**config.mk**
```make
export PLATFORM = sky130hd
export DESIGN_NAME = seg7_scan_ctrl
export DESIGN_NICKNAME = d
export VERILOG_FILES = /design/src/rtl/seg7_scan_ctrl.sv
export SDC_FILE = /design/constraint.sdc
export NUM_CORES = 1
export LEC_CHECK = 0
export CORE_UTILIZATION = 50
export DETAILED_ROUTE_END_ITERATION = 6
export PLACE_DENSITY = 0.77
export SETUP_SLACK_MARGIN = 0.3
export SKIP_LAST_GASP = 1
export SLEW_MARGIN = 0
export SYNTH_ARGS = -nofsm -noshare
export SYNTH_HDL_FRONTEND = slang
export SYNTH_SLANG_ARGS = --single-unit
```
**constraint.sdc**
```tcl
create_clock -name clk_i -period 9 [get_ports clk_i]
set_input_delay 1.8 -clock clk_i [delete_from_list [all_inputs] [get_ports clk_i]]
set_output_delay 1.8 -clock clk_i [all_outputs]
set_load 0.03 [all_outputs]
```
**src/rtl/seg7_scan_ctrl.sv**
```systemverilog
// Four-digit common-anode scan controller: guard gap, PWM brightness and frame-aligned double buffer.
// Outputs are registered (one clock after the slot counter); no backpressure, a load is always accepted.
module seg7_scan_ctrl #(
    parameter int unsigned DIGIT_CYCLES = 100000,
    parameter int unsigned GUARD_CYCLES = 1600
) (
    input  logic        clk_i,
    input  logic        rst_i,
    input  logic [15:0] value_i,
    input  logic [3:0]  dp_mask_i,
    input  logic [3:0]  blank_mask_i,
    input  logic [3:0]  brightness_i,
    input  logic        load_i,
    output logic        load_ack_o,
    output logic        frame_tick_o,
    output logic [7:0]  seg_o,
    output logic [3:0]  an_o
);

    localparam int unsigned STEP = (DIGIT_CYCLES - GUARD_CYCLES) / 16;
    localparam int unsigned CW   = $clog2(DIGIT_CYCLES);
    localparam logic [CW-1:0] SLOT_LAST  = CW'(DIGIT_CYCLES - 1);
    localparam logic [CW-1:0] GUARD_LAST = CW'(GUARD_CYCLES - 1);

    typedef struct packed {
        logic [15:0] value;
        logic [3:0]  dp;
        logic [3:0]  blank;
        logic [3:0]  bright;
    } disp_t;

    localparam disp_t ACT_RST = '{value: 16'h0, dp: 4'h0, blank: 4'hF, bright: 4'h0};

    typedef enum logic [1:0] {ST_GUARD, ST_ON, ST_OFF} state_t;

    logic [CW-1:0] slot_q, slot_d;
    logic [1:0]    digit_q, digit_d;
    state_t        state_q, state_d;
    disp_t         pend_q, pend_d;
    logic          pend_vld_q, pend_vld_d;
    disp_t         act_q, act_d;
    logic          adopt_q, adopt_d;
    logic [3:0]    an_q, an_d;
    logic [7:0]    seg_q, seg_d;
    logic          tick_q, tick_d;
    logic          ack_q, ack_d;

    logic          slot_end;
    logic          frame_end;
    logic [31:0]   on_last;

    function automatic logic [6:0] seg_decode(input logic [3:0] nib);
        logic [6:0] s;
        case (nib)
            4'h0: s = 7'h40;
            4'h1: s = 7'h79;
            4'h2: s = 7'h24;
            4'h3: s = 7'h30;
            4'h4: s = 7'h19;
            4'h5: s = 7'h12;
            4'h6: s = 7'h02;
            4'h7: s = 7'h78;
            4'h8: s = 7'h00;
            4'h9: s = 7'h10;
            4'hA: s = 7'h08;
            4'hB: s = 7'h03;
            4'hC: s = 7'h46;
            4'hD: s = 7'h21;
            4'hE: s = 7'h06;
            default: s = 7'h0E;
        endcase
        return s;
    endfunction

    assign slot_end  = (slot_q == SLOT_LAST);
    assign frame_end = slot_end && (digit_q == 2'd3);
    // Last slot count of the ON window; equals SLOT_LAST at full brightness.
    assign on_last   = GUARD_CYCLES + (32'(act_q.bright) + 32'd1) * STEP - 32'd1;

    always_comb begin
        slot_d     = slot_end ? '0 : slot_q + 1'b1;
        digit_d    = slot_end ? digit_q + 2'd1 : digit_q;
        pend_d     = pend_q;
        pend_vld_d = pend_vld_q;
        act_d      = act_q;
        adopt_d    = 1'b0;
        state_d    = state_q;
        an_d       = 4'hF;
        seg_d      = 8'hFF;
        tick_d     = (slot_q == '0) && (digit_q == 2'd0);
        ack_d      = adopt_q;

        if (frame_end && pend_vld_q) begin
            act_d      = pend_q;
            pend_vld_d = 1'b0;
            adopt_d    = 1'b1;
        end
        // A load on the boundary edge lands after adoption, so it waits a frame.
        if (load_i) begin
            pend_d     = '{value: value_i, dp: dp_mask_i, blank: blank_mask_i, bright: brightness_i};
            pend_vld_d = 1'b1;
        end

        case (state_q)
            ST_GUARD: begin
                if (slot_end) begin
                    state_d = ST_GUARD;
                end else if (slot_q == GUARD_LAST) begin
                    state_d = act_q.blank[digit_q] ? ST_OFF : ST_ON;
                end
            end
            ST_ON: begin
                if (slot_end) begin
                    state_d = ST_GUARD;
                end else if (32'(slot_q) == on_last) begin
                    state_d = ST_OFF;
                end
            end
            ST_OFF: begin
                if (slot_end) begin
                    state_d = ST_GUARD;
                end
            end
            default: state_d = ST_GUARD;
        endcase

        if (state_q == ST_ON) begin
            an_d  = ~(4'b0001 << digit_q);
            seg_d = {~act_q.dp[digit_q], seg_decode(act_q.value[{digit_q, 2'b00} +: 4])};
        end
    end

    always_ff @(posedge clk_i) begin
        if (rst_i) begin
            slot_q     <= '0;
            digit_q    <= 2'd0;
            state_q    <= ST_GUARD;
            pend_q     <= '0;
            pend_vld_q <= 1'b0;
            act_q      <= ACT_RST;
            adopt_q    <= 1'b0;
            an_q       <= 4'hF;
            seg_q      <= 8'hFF;
            tick_q     <= 1'b0;
            ack_q      <= 1'b0;
        end else begin
            slot_q     <= slot_d;
            digit_q    <= digit_d;
            state_q    <= state_d;
            pend_q     <= pend_d;
            pend_vld_q <= pend_vld_d;
            act_q      <= act_d;
            adopt_q    <= adopt_d;
            an_q       <= an_d;
            seg_q      <= seg_d;
            tick_q     <= tick_d;
            ack_q      <= ack_d;
        end
    end

    assign an_o         = an_q;
    assign seg_o        = seg_q;
    assign frame_tick_o = tick_q;
    assign load_ack_o   = ack_q;

endmodule

```
==> results.yml, run 1 <==
clock_tree:
  worst_setup_hold_path_clk_slew_ns: 0.10
  cts_resized: 0
  ctsHtreeMaxLevel: 3
  cts_buffer_count: 9
  clock_sink_count: 93
  cts_hold_buf: 0
  clock_tree.buffer_depth: 2
  cts_post_setup_buffers_inserted: 0
  clock_tree_from_tritoncts: "built"
  cts.root.buffer_cell: "sky130_fd_sc_hd__clkbuf_8"
  clock_latency_ns: 0.37
timing:
  skew_ns: 0.0103
  report.final.hold_viol_count: 0
  final_period_minus_worst_setup_slack_ns: 4.00
  finalSetupTns_ns: 0
  worst-slew-pin-transition_ns: 1.07
  unrepaired_setup_endpoints_after_global_routing: "false"
  slew-limit-headroom_pct: 28.6
  finalSetupViolCount: 0
  timing.final.max_slew_violations: 0
  post-route-period-util_pct: 44.4
  setup_slack_ns: 5.00
  fmax_mhz: 250
die:
  io_pins: 45
  rows: 34
  fp.dieArea_mm2: 0.00938
  core_area_mm2: 0.00872
  initial_utilization_pct: 51.6
  die_width_um: 96.9
  vertical_die_dimension_um: 96.9
worst_setup_path:
  critical-path-top-cell-by-count: "sky130_fd_sc_hd__ha_1"
  slack_of_the_worst_reg_to_reg_path_ns: 5.00
  critical_path.slowest_cell: "sky130_fd_sc_hd__or4b_4"
  setup.worst_path.class: "reg -> reg"
  reg2reg_from: "act_q[0]"
  critPathMaxFanout: 10
  category_of_the_worst_setup_path_launch_point: "flip-flop"
  timing.critical_path.max_delay_family: "adder cells"
  crit_path_max_incr_delay_ns: 0.56
  capturing_point_of_the_worst_reg2reg_path: "state_q[1]"
  worst-r2r-cell-count: 11
  timing.critical_path.buf_inv: 0
  cp.arrival_ns: 4.32
  setup.worst_path.end_class: "flip-flop"
  critPathRequiredTime_ns: 9.32
  path_cells: "ha_1, xor2_1, ha_1, ha_1, ha_1, or4b_4, o21a_1, or2_0, a2111o_1, a2111oi_2, a21o_1"
logic_synthesis:
  ys_ff_latch: 93
  syn_avg_cell_area_um2: 9.58
  ys_async_sr_fraction_pct: 0
  synth-main-ff-cell: "sky130_fd_sc_hd__dfxtp_1"
  ys_seq_area_share_pct: 41.4
  synth_largest_type_area_fraction_pct: 41.4
  synthesis.area_mm2: 0.00450
  synthCells: 470
  post_synth_main_area_contributors: "sky130_fd_sc_hd__dfxtp_1 41%, sky130_fd_sc_hd__mux2i_1 12%, sky130_fd_sc_hd__ha_1 7.2%"
  most_area_hungry_cell_type_in_the_yosys_netlist: "sky130_fd_sc_hd__dfxtp_1"
  post_synth_num_cell_types: 55
  post_synth_edffs: 0
  synth-warning-count: 0
  mappedNetlistNets: 527
placed_design:
  dpl.cell_count: 597
  place_congestion: 0.811
  port_buffers: 44
  place.detailed.hpwl_um: 6260
  pre_cts_slack_ns: 5.03
  detailed_place.area_mm2: 0.00497
global_route:
  global_route_wire_length_before_repair_um: 14600
  first_global_vias: 3208
  antenna_found_initial: 0
  gr-usage-all-layers_pct: 19.2
  pin_count_of_the_biggest_net_entering_global_routing: 65
  globalRoute.totalOverflow: 0
routing:
  routed_wire_length_per_instance_um: 14.2
  drt.antenna.violating_nets: 0
  wl_um: 8700
  drt_first_iter_violations: 159
  drt_drc_violations_left: 0
  num_vias: 3302
  viasPerCell: 5.38
  detailedRoute.firstPassIterationCount: 4
layout:
  regArea_mm2: 0.00186
  num-fill-cells: 738
  layout_overhead_on_the_synthesized_area_pct: 15.3
  final_nets: 557
  final_common_cell: "sky130_fd_sc_hd__dfxtp_1"
  layout-drive-gt1-share_pct: 6.93
  post-route-cell-area_mm2: 0.00519
  layout_common_cells: "93 x sky130_fd_sc_hd__dfxtp_1, 82 x sky130_fd_sc_hd__nor2_1, 54 x sky130_fd_sc_hd__mux2i_1, 42 x sky130_fd_sc_hd__clkdlybuf4s50_1, 26 x sky130_fd_sc_hd__ha_1"
  multiInputGateArea_mm2: 0.00246
  post_layout_nonfiller_instances: 614
job:
  drv.max_cap_violation_count: 0
worst_hold_path:
  hold_path.startpoint: "ack_d"
  holdPathEnd: "load_ack_o"
  worstHoldPathType: "reg -> reg"
  hold_path_depth: 1
power:
  leakagePower_nw: 2.21
  peakVddDrop_mv: 0.0957
  powerDensity_mw_per_mm2: 148
outcome:
  status: "completed"
-- kinds of logic after synthesis --
family	synth area share, %
compound gates	6.95
xor+xnor	7.12
fa+ha+maj	7.23
buf+inv	4.23
flops	41.4
mux	15.5
simple gates	17.6
-- cell usage after synthesis, drive strengths merged (4+ instances only) --
| master | instances |
|---|---|
| mux2i | 54 |
| o221ai | 4 |
| buf | 7 |
| ha | 26 |
| a21oi | 9 |
| nor3 | 5 |
| dfxtp | 93 |
| nor2b | 5 |
| xor2 | 17 |
| nor2 | 82 |
| xnor2 | 17 |
| inv | 21 |
| nand3 | 15 |
| or2 | 4 |
| mux4 | 7 |
| o21ai | 8 |
| nand2 | 20 |
| a211o | 4 |
| nor4 | 6 |
| clkbuf | 19 |
-- cell type report --
| type | instances | share of cell area [%] |
|---|---|---|
| tap | 108 | 2.60 |
| inverter | 21 | 1.52 |
| multi-input combinational | 330 | 47.4 |
| timing repair buffer | 45 | 8.44 |
| sequential | 93 | 35.9 |
| antenna | 1 | 0.0482 |
| clock inverter | 7 | 1.76 |
| clock buffer | 9 | 2.39 |
-- through the flow --
| stage | utilization, % | power [mW] | hold slack, ns |
|---|---|---|---|
| final | 59.5 | 0.766 | 0.462 |
| after global routing | 59.5 | 0.794 | 0.482 |
| after CTS | 59.4 | 0.771 | 0.465 |
| after detailed placement | 57.0 | 0.478 | 0.449 |
| after global placement | 57.0 | 0.476 | 0.440 |
| after floorplan | - | 0.458 | 0.414 |
-- per-layer routing --
layer | global-route usage [%] | vias to the layer above | share of wire, %
met1 | 24.1 | 1567 | 46
met5 | 0 | - | 0
met4 | 7.35 | 0 | 1.6
li1 | - | 1674 | -
met3 | 3.76 | 11 | 3.4
met2 | 32.3 | 50 | 49
-- report_power, final --
group          internal (mW)  switching (mW)  leakage [nW]
registers              0.421         0.00650         0.757
clock network          0.135           0.163         0.105
logic                 0.0224          0.0182          1.35
total                  0.578           0.188          2.21
-- worst max path at each step --
stage / cells past startpoint / endpoint / startpoint / slack (ns)
2_1_floorplan: 12 / state_q[1] / act_q[0] / 5.40
3_3_place_gp: 5 / state_q[1] / rst_i / 5.09
3_5_place_dp: 11 / state_q[1] / act_q[0] / 5.03
4_1_cts: 11 / state_q[1] / act_q[0] / 4.98
5_1_grt: 11 / state_q[1] / act_q[0] / 4.79
6_report: 11 / state_q[1] / act_q[0] / 5.00
-- sequential cells by signal (all words and copies together) (netlist names) --
register and cells:
pend_q 28, an_o 4, ack_d 1, seg_o 8, act_q 28, digit_q 2, state_q 2, load_ack_o 1
frame_tick_o 1, pend_vld_q 1, slot_q 17
No activity file was read; power rests on OpenSTA's default activity.
==> run 2: changes to the inputs <==
--- a/config.mk
+++ b/config.mk
@@ -7,7 +7,7 @@
 export LEC_CHECK = 0
 export CORE_UTILIZATION = 50
 export DETAILED_ROUTE_END_ITERATION = 6
-export PLACE_DENSITY = 0.77
+export PLACE_DENSITY = 0.8
 export SETUP_SLACK_MARGIN = 0.3
 export SKIP_LAST_GASP = 1
 export SLEW_MARGIN = 0
==> constraint.sdc (replaced) <==
create_clock -name clk_i -period 3.4 [get_ports clk_i]
set_input_delay 0.68 -clock clk_i [delete_from_list [all_inputs] [get_ports clk_i]]
set_output_delay 0.68 -clock clk_i [all_outputs]
set_load 0.03 [all_outputs]
==> results.yml, run 2 (synthesis gave the netlist of run 1 again) <==
outcome:
  status: "completed"
worst_setup_path:
  setup.worst_path.class: "reg -> reg"
  category_of_the_worst_setup_path_launch_point: "flip-flop"
  critical-path-top-cell-by-count: "sky130_fd_sc_hd__ha_4"
  setup.worst_path.end_class: "flip-flop"
  critPathRequiredTime_ns: 3.72
  critPathMaxFanout: 5
  cp.arrival_ns: 3.53
  crit_path_max_incr_delay_ns: 0.49
  path_cells: "ha_4, xor2_4, ha_4, ha_4, ha_4, or4b_4, o21a_1, or2_0, a2111o_1, a2111oi_2, a21o_1"
  critical_path.slowest_cell: "sky130_fd_sc_hd__or4b_4"
timing:
  worst_hold_slack_ns: 0.455
  post-route-period-util_pct: 94.6
  final_period_minus_worst_setup_slack_ns: 3.22
  setup_slack_ns: 0.185
  finalSetupViolCount: 0
  timing.final.max_slew_violations: 0
  worst-slew-pin-transition_ns: 0.838
  report.final.hold_viol_count: 0
  unrepaired_setup_endpoints_after_global_routing: "true"
  fmax_mhz: 311
  slew-limit-headroom_pct: 43.6
  skew_ns: 0.0130
die:
  io_pins: 45
  core_area_mm2: 0.00872
  rows: 34
  fp.dieArea_mm2: 0.00938
  die_width_um: 96.9
  vertical_die_dimension_um: 96.9
  initial_utilization_pct: 51.6
power:
  power.internal_mw: 1.45
  combinational_power_share_pct: 5.7
  power.sequential.fraction_pct: 58.7
  share_clk_of_total_power_pct: 35.6
  peakVddDrop_mv: 0.235
  leakagePower_nw: 2.26
  p_switching_mw: 0.474
  powerDensity_mw_per_mm2: 348
  power_switching_share_pct: 24.7
clock_tree:
  cts_buffer_count: 9
  clock_latency_ns: 0.36
  clock_tree.buffer_depth: 2
  ctsHtreeMaxLevel: 3
  cts.root.buffer_cell: "sky130_fd_sc_hd__clkbuf_8"
  worst_setup_hold_path_clk_slew_ns: 0.10
  clock_tree_from_tritoncts: "built"
  cts_hold_buf: 0
  clock_sink_count: 93
global_route:
  gr-usage-all-layers_pct: 19.8
  global_route_wire_length_before_repair_um: 15400
  pin_count_of_the_biggest_net_entering_global_routing: 64
  first_global_vias: 3342
  antenna_found_initial: 0
  globalRoute.totalOverflow: 0
placed_design:
  port_buffers: 44
  place_congestion: 0.924
  place.detailed.hpwl_um: 6470
  dpl.cell_count: 600
  pre_cts_slack_ns: -0.00423
routing:
  drt_drc_violations_left: 0
  drt_first_iter_violations: 86
  detailedRoute.firstPassIterationCount: 4
  drt.antenna.violating_nets: 0
  wl_um: 9240
  routed_wire_length_per_instance_um: 14.8
  viasPerCell: 5.47
  num_vias: 3415
layout:
  antenna_cells: 0
  post_layout_nonfiller_instances: 624
  final_common_cell: "sky130_fd_sc_hd__dfxtp_1"
  top_regs: "act_q x28, pend_q x28, slot_q x17"
  final_nets: 569
  layout-drive-gt1-share_pct: 13.8
  layout_common_cells: "90 x sky130_fd_sc_hd__dfxtp_1, 82 x sky130_fd_sc_hd__nor2_1, 54 x sky130_fd_sc_hd__mux2i_1, 42 x sky130_fd_sc_hd__clkdlybuf4s50_1"
  num-fill-cells: 682
  layout_overhead_on_the_synthesized_area_pct: 22.5
job:
  drv.max_cap_violation_count: 0
worst_hold_path:
  worstHoldPathType: "reg -> reg"
-- run 2: changes by cell type in the layout (fill, tap and decap cells not counted), moves of 2 or more --
cell / before / now
sky130_fd_sc_hd__ha_4: 0 / 10
sky130_fd_sc_hd__dfxtp_1: 93 / 90
sky130_fd_sc_hd__ha_1: 26 / 15
sky130_fd_sc_hd__xor2_4: 0 / 2
sky130_fd_sc_hd__xor2_1: 17 / 15
sky130_fd_sc_hd__buf_4: 1 / 12
sky130_fd_sc_hd__dfxtp_4: 0 / 3
sky130_fd_sc_hd__xnor2_1: 17 / 15
-- run 2: layout make-up --
| cell class | count | area (um2) | area share [%] |
|---|---|---|---|
| Tap cell | 108 | 135 | 2.45 |
| Clock buffer | 9 | 124 | 2.25 |
| Clock inverter | 6 | 53.8 | 0.975 |
| Multi-Input combinational cell | 330 | 2710 | 49.1 |
| Inverter | 21 | 78.8 | 1.43 |
| Timing Repair Buffer | 57 | 541 | 9.80 |
| Sequential cell | 93 | 1870 | 34.0 |
-- run 2: metrics by stage --
step                      utilization (%)  TNS (ns)  area [um2]  total power [mW]
final                                63.2         0        5520              1.92
after global routing                 63.2         0        5520              2.00
after CTS                            62.5         0        5450              1.93
after detailed placement             58.6  -0.00423        5110              1.27
after global placement               58.6         0        5110              1.26
after floorplan                         -         0        4610              1.21
-- run 2: worst max-delay path: cells and delay by family, from the launching register on --
| family | cells | cell delay (ns) |
|---|---|---|
| and+or+nand+nor | 2 | 0.69 |
| DFF | 1 | 0.41 |
| xor gates and xnor gates | 1 | 0.20 |
| AOI/OAI and AO/OA | 4 | 0.99 |
| adders and majority gates | 4 | 0.88 |
-- run 2: final timing paths --
check,from,end,slack (ns),depth (start not counted)
max,act_q[0],state_q[1],0.18,11
min,ack_d,load_ack_o,0.46,1
max reg2reg,act_q[0],state_q[1],0.18,11
min reg2reg,ack_d,load_ack_o,0.46,1
-- run 2: power by group through the flow --
stage	Combinational, mW	Sequential (mW)	Clock (mW)
final	0.110	1.13	0.683
after global routing	0.122	1.13	0.742
after CTS	0.111	1.13	0.691
after detailed placement	0.111	1.16	0
after global placement	0.106	1.15	0
after floorplan	0.0613	1.15	0
-- run 2: routing by layer --
metal  up-vias  wire [um]  GRT usage, %
li1       1696          -             -
met1      1620       4190          25.3
met2        90       4530          33.9
met3         9        432          4.05
met4         0         89          5.28
met5         -          0             0
-- run 2: what timing repair did --
| action | CTS | global route |
|---|---|---|
| cloned | 0 | 0 |
| endpoints found under the setup margin | 2 | 2 |
| buffers inserted | 9 | 0 |
| gates resized for setup | 13 | 9 |
| pin swaps | 6 | 8 |
==> run 3: changes to the inputs <==
--- a/config.mk
+++ b/config.mk
@@ -5,6 +5,7 @@
 export SDC_FILE = /design/constraint.sdc
 export NUM_CORES = 1
 export LEC_CHECK = 0
+export CORE_MARGIN = 2
 export CORE_UTILIZATION = 50
 export DETAILED_ROUTE_END_ITERATION = 6
 export PLACE_DENSITY = 0.8
==> results.yml, run 3 (synthesis gave the netlist of run 1 again) <==
outcome:
  status: "completed"
timing:
  skew_ns: 0.00804
  unrepaired_setup_endpoints_after_global_routing: "true"
  report.final.hold_viol_count: 0
  slew-limit-headroom_pct: 43.1
  setup_slack_ns: 0.169
  post-route-period-util_pct: 95.0
  final_period_minus_worst_setup_slack_ns: 3.23
  worst-slew-pin-transition_ns: 0.846
  timing.final.max_slew_violations: 0
  finalSetupTns_ns: 0
  finalSetupViolCount: 0
  fmax_mhz: 310
  worst_hold_slack_ns: 0.459
die:
  die_width_um: 98.9
  rows: 34
  vertical_die_dimension_um: 98.9
  fp.dieArea_mm2: 0.00978
  core_area_mm2: 0.00872
  io_pins: 45
  initial_utilization_pct: 51.6
routing:
  viasPerCell: 5.43
  detailedRoute.firstPassIterationCount: 4
  wl_um: 8950
  routed_wire_length_per_instance_um: 14.4
  num_vias: 3374
  drt.antenna.violating_nets: 0
  drt_first_iter_violations: 131
  drt_drc_violations_left: 0
placed_design:
  port_buffers: 44
  pre_cts_slack_ns: 0.0650
  place_congestion: 0.940
  place.detailed.hpwl_um: 6320
power:
  powerDensity_mw_per_mm2: 357
  power.sequential.fraction_pct: 57.9
  share_clk_of_total_power_pct: 36.5
  p_switching_mw: 0.493
  power.internal_mw: 1.45
  leakagePower_nw: 2.26
  power_switching_share_pct: 25.3
  combinational_power_share_pct: 5.6
  peakVddDrop_mv: 0.285
worst_setup_path:
  timing.critical_path.buf_inv: 0
  crit_path_max_incr_delay_ns: 0.50
  critPathRequiredTime_ns: 3.71
  timing.critical_path.max_delay_family: "compound AO/OA/AOI/OAI gates"
  setup.worst_path.end_class: "flip-flop"
  critical_path.slowest_cell: "sky130_fd_sc_hd__or4b_4"
  category_of_the_worst_setup_path_launch_point: "flip-flop"
  critical-path-top-cell-by-count: "sky130_fd_sc_hd__ha_4"
  critPathMaxFanout: 4
  setup.worst_path.class: "reg -> reg"
  path_cells: "ha_4, xor2_4, ha_4, ha_4, ha_4, or4b_4, o21a_1, or2_1, a2111o_1, a2111oi_2, a21o_1"
  cp.arrival_ns: 3.54
layout:
  regArea_mm2: 0.00187
  multiInputGateArea_mm2: 0.00266
  final_nets: 565
  final_common_cell: "sky130_fd_sc_hd__dfxtp_1"
  layout_overhead_on_the_synthesized_area_pct: 21.1
  antenna_cells: 0
  num-fill-cells: 716
  layout-drive-gt1-share_pct: 12.1
  layout_common_cells: "90 x sky130_fd_sc_hd__dfxtp_1, 82 x sky130_fd_sc_hd__nor2_1, 54 x sky130_fd_sc_hd__mux2i_1, 42 x sky130_fd_sc_hd__clkdlybuf4s50_1"
  final_util_pct: 62.5
  top_regs: "act_q x28, pend_q x28, slot_q x17"
clock_tree:
  clock_latency_ns: 0.36
  cts.root.buffer_cell: "sky130_fd_sc_hd__clkbuf_8"
  ctsHtreeMaxLevel: 3
  worst_setup_hold_path_clk_slew_ns: 0.10
  cts_buffer_count: 9
  clock_sink_count: 93
  cts_hold_buf: 0
  clock_tree.buffer_depth: 2
  clock_tree_from_tritoncts: "built"
global_route:
  pin_count_of_the_biggest_net_entering_global_routing: 64
  globalRoute.totalOverflow: 0
  global_route_wire_length_before_repair_um: 15400
  first_global_vias: 3301
  gr-usage-all-layers_pct: 19.2
  antenna_found_initial: 0
worst_hold_path:
  worstHoldPathType: "reg -> reg"
job:
  drv.max_cap_violation_count: 0
## run 3: changes by cell type in the layout (fill, tap and decap cells not counted), moves of 2 or more
cell / previous run / this run
sky130_fd_sc_hd__buf_4: 12 / 8
sky130_fd_sc_hd__ha_1: 15 / 18
sky130_fd_sc_hd__clkinv_4: 1 / 3
sky130_fd_sc_hd__ha_4: 10 / 8
sky130_fd_sc_hd__inv_6: 3 / 1
## run 3: final cells by class
class | count | share of cell area, %
clock buffers | 9 | 2.27
clock inverters | 7 | 1.29
inverters | 21 | 1.45
multi-input cells | 330 | 48.8
flip-flops and latches | 93 | 34.4
well taps | 108 | 2.48
repair buffers | 53 | 9.37
## run 3: metrics by stage
stage	cell area, um2	total power [mW]	cells
after floorplan	4610	1.21	470
after global placement	5120	1.26	601
after detailed placement	5120	1.27	601
after CTS	5400	1.96	621
after global routing	5450	2.02	621
final	5450	1.95	621
## run 3: metal layers
metal	GRT usage (%)	vias to the layer above	share of wire (%)
li1	-	1694	-
met1	25.7	1590	47
met2	31.9	81	47
met3	3.76	9	4.9
met4	5.27	0	0.87
met5	0	-	0
## run 3: power groups by stage
| stage | Sequential [mW] | Clock [mW] | Combinational (mW) |
|---|---|---|---|
| after global placement | 1.15 | 0 | 0.106 |
| after CTS | 1.13 | 0.722 | 0.111 |
| after global routing | 1.13 | 0.771 | 0.123 |
| after floorplan | 1.15 | 0 | 0.0613 |
| final | 1.13 | 0.710 | 0.110 |
| after detailed placement | 1.16 | 0 | 0.110 |
## run 3: final timing paths
check	startpoint	depth (start not counted)	slack [ns]	endpoint
max reg2reg	act_q[0]	11	0.17	state_q[1]
min reg2reg	ack_d	1	0.46	load_ack_o
max	act_q[0]	11	0.17	state_q[1]
min	ack_d	1	0.46	load_ack_o
## run 3: what timing repair did
action,in CTS,in global routing
setup buffers,4,0
gates resized for setup,9,7
setup endpoints to repair,2,2
pin swaps,4,4
cloned,0,0
endpoints found under the hold margin,0,0
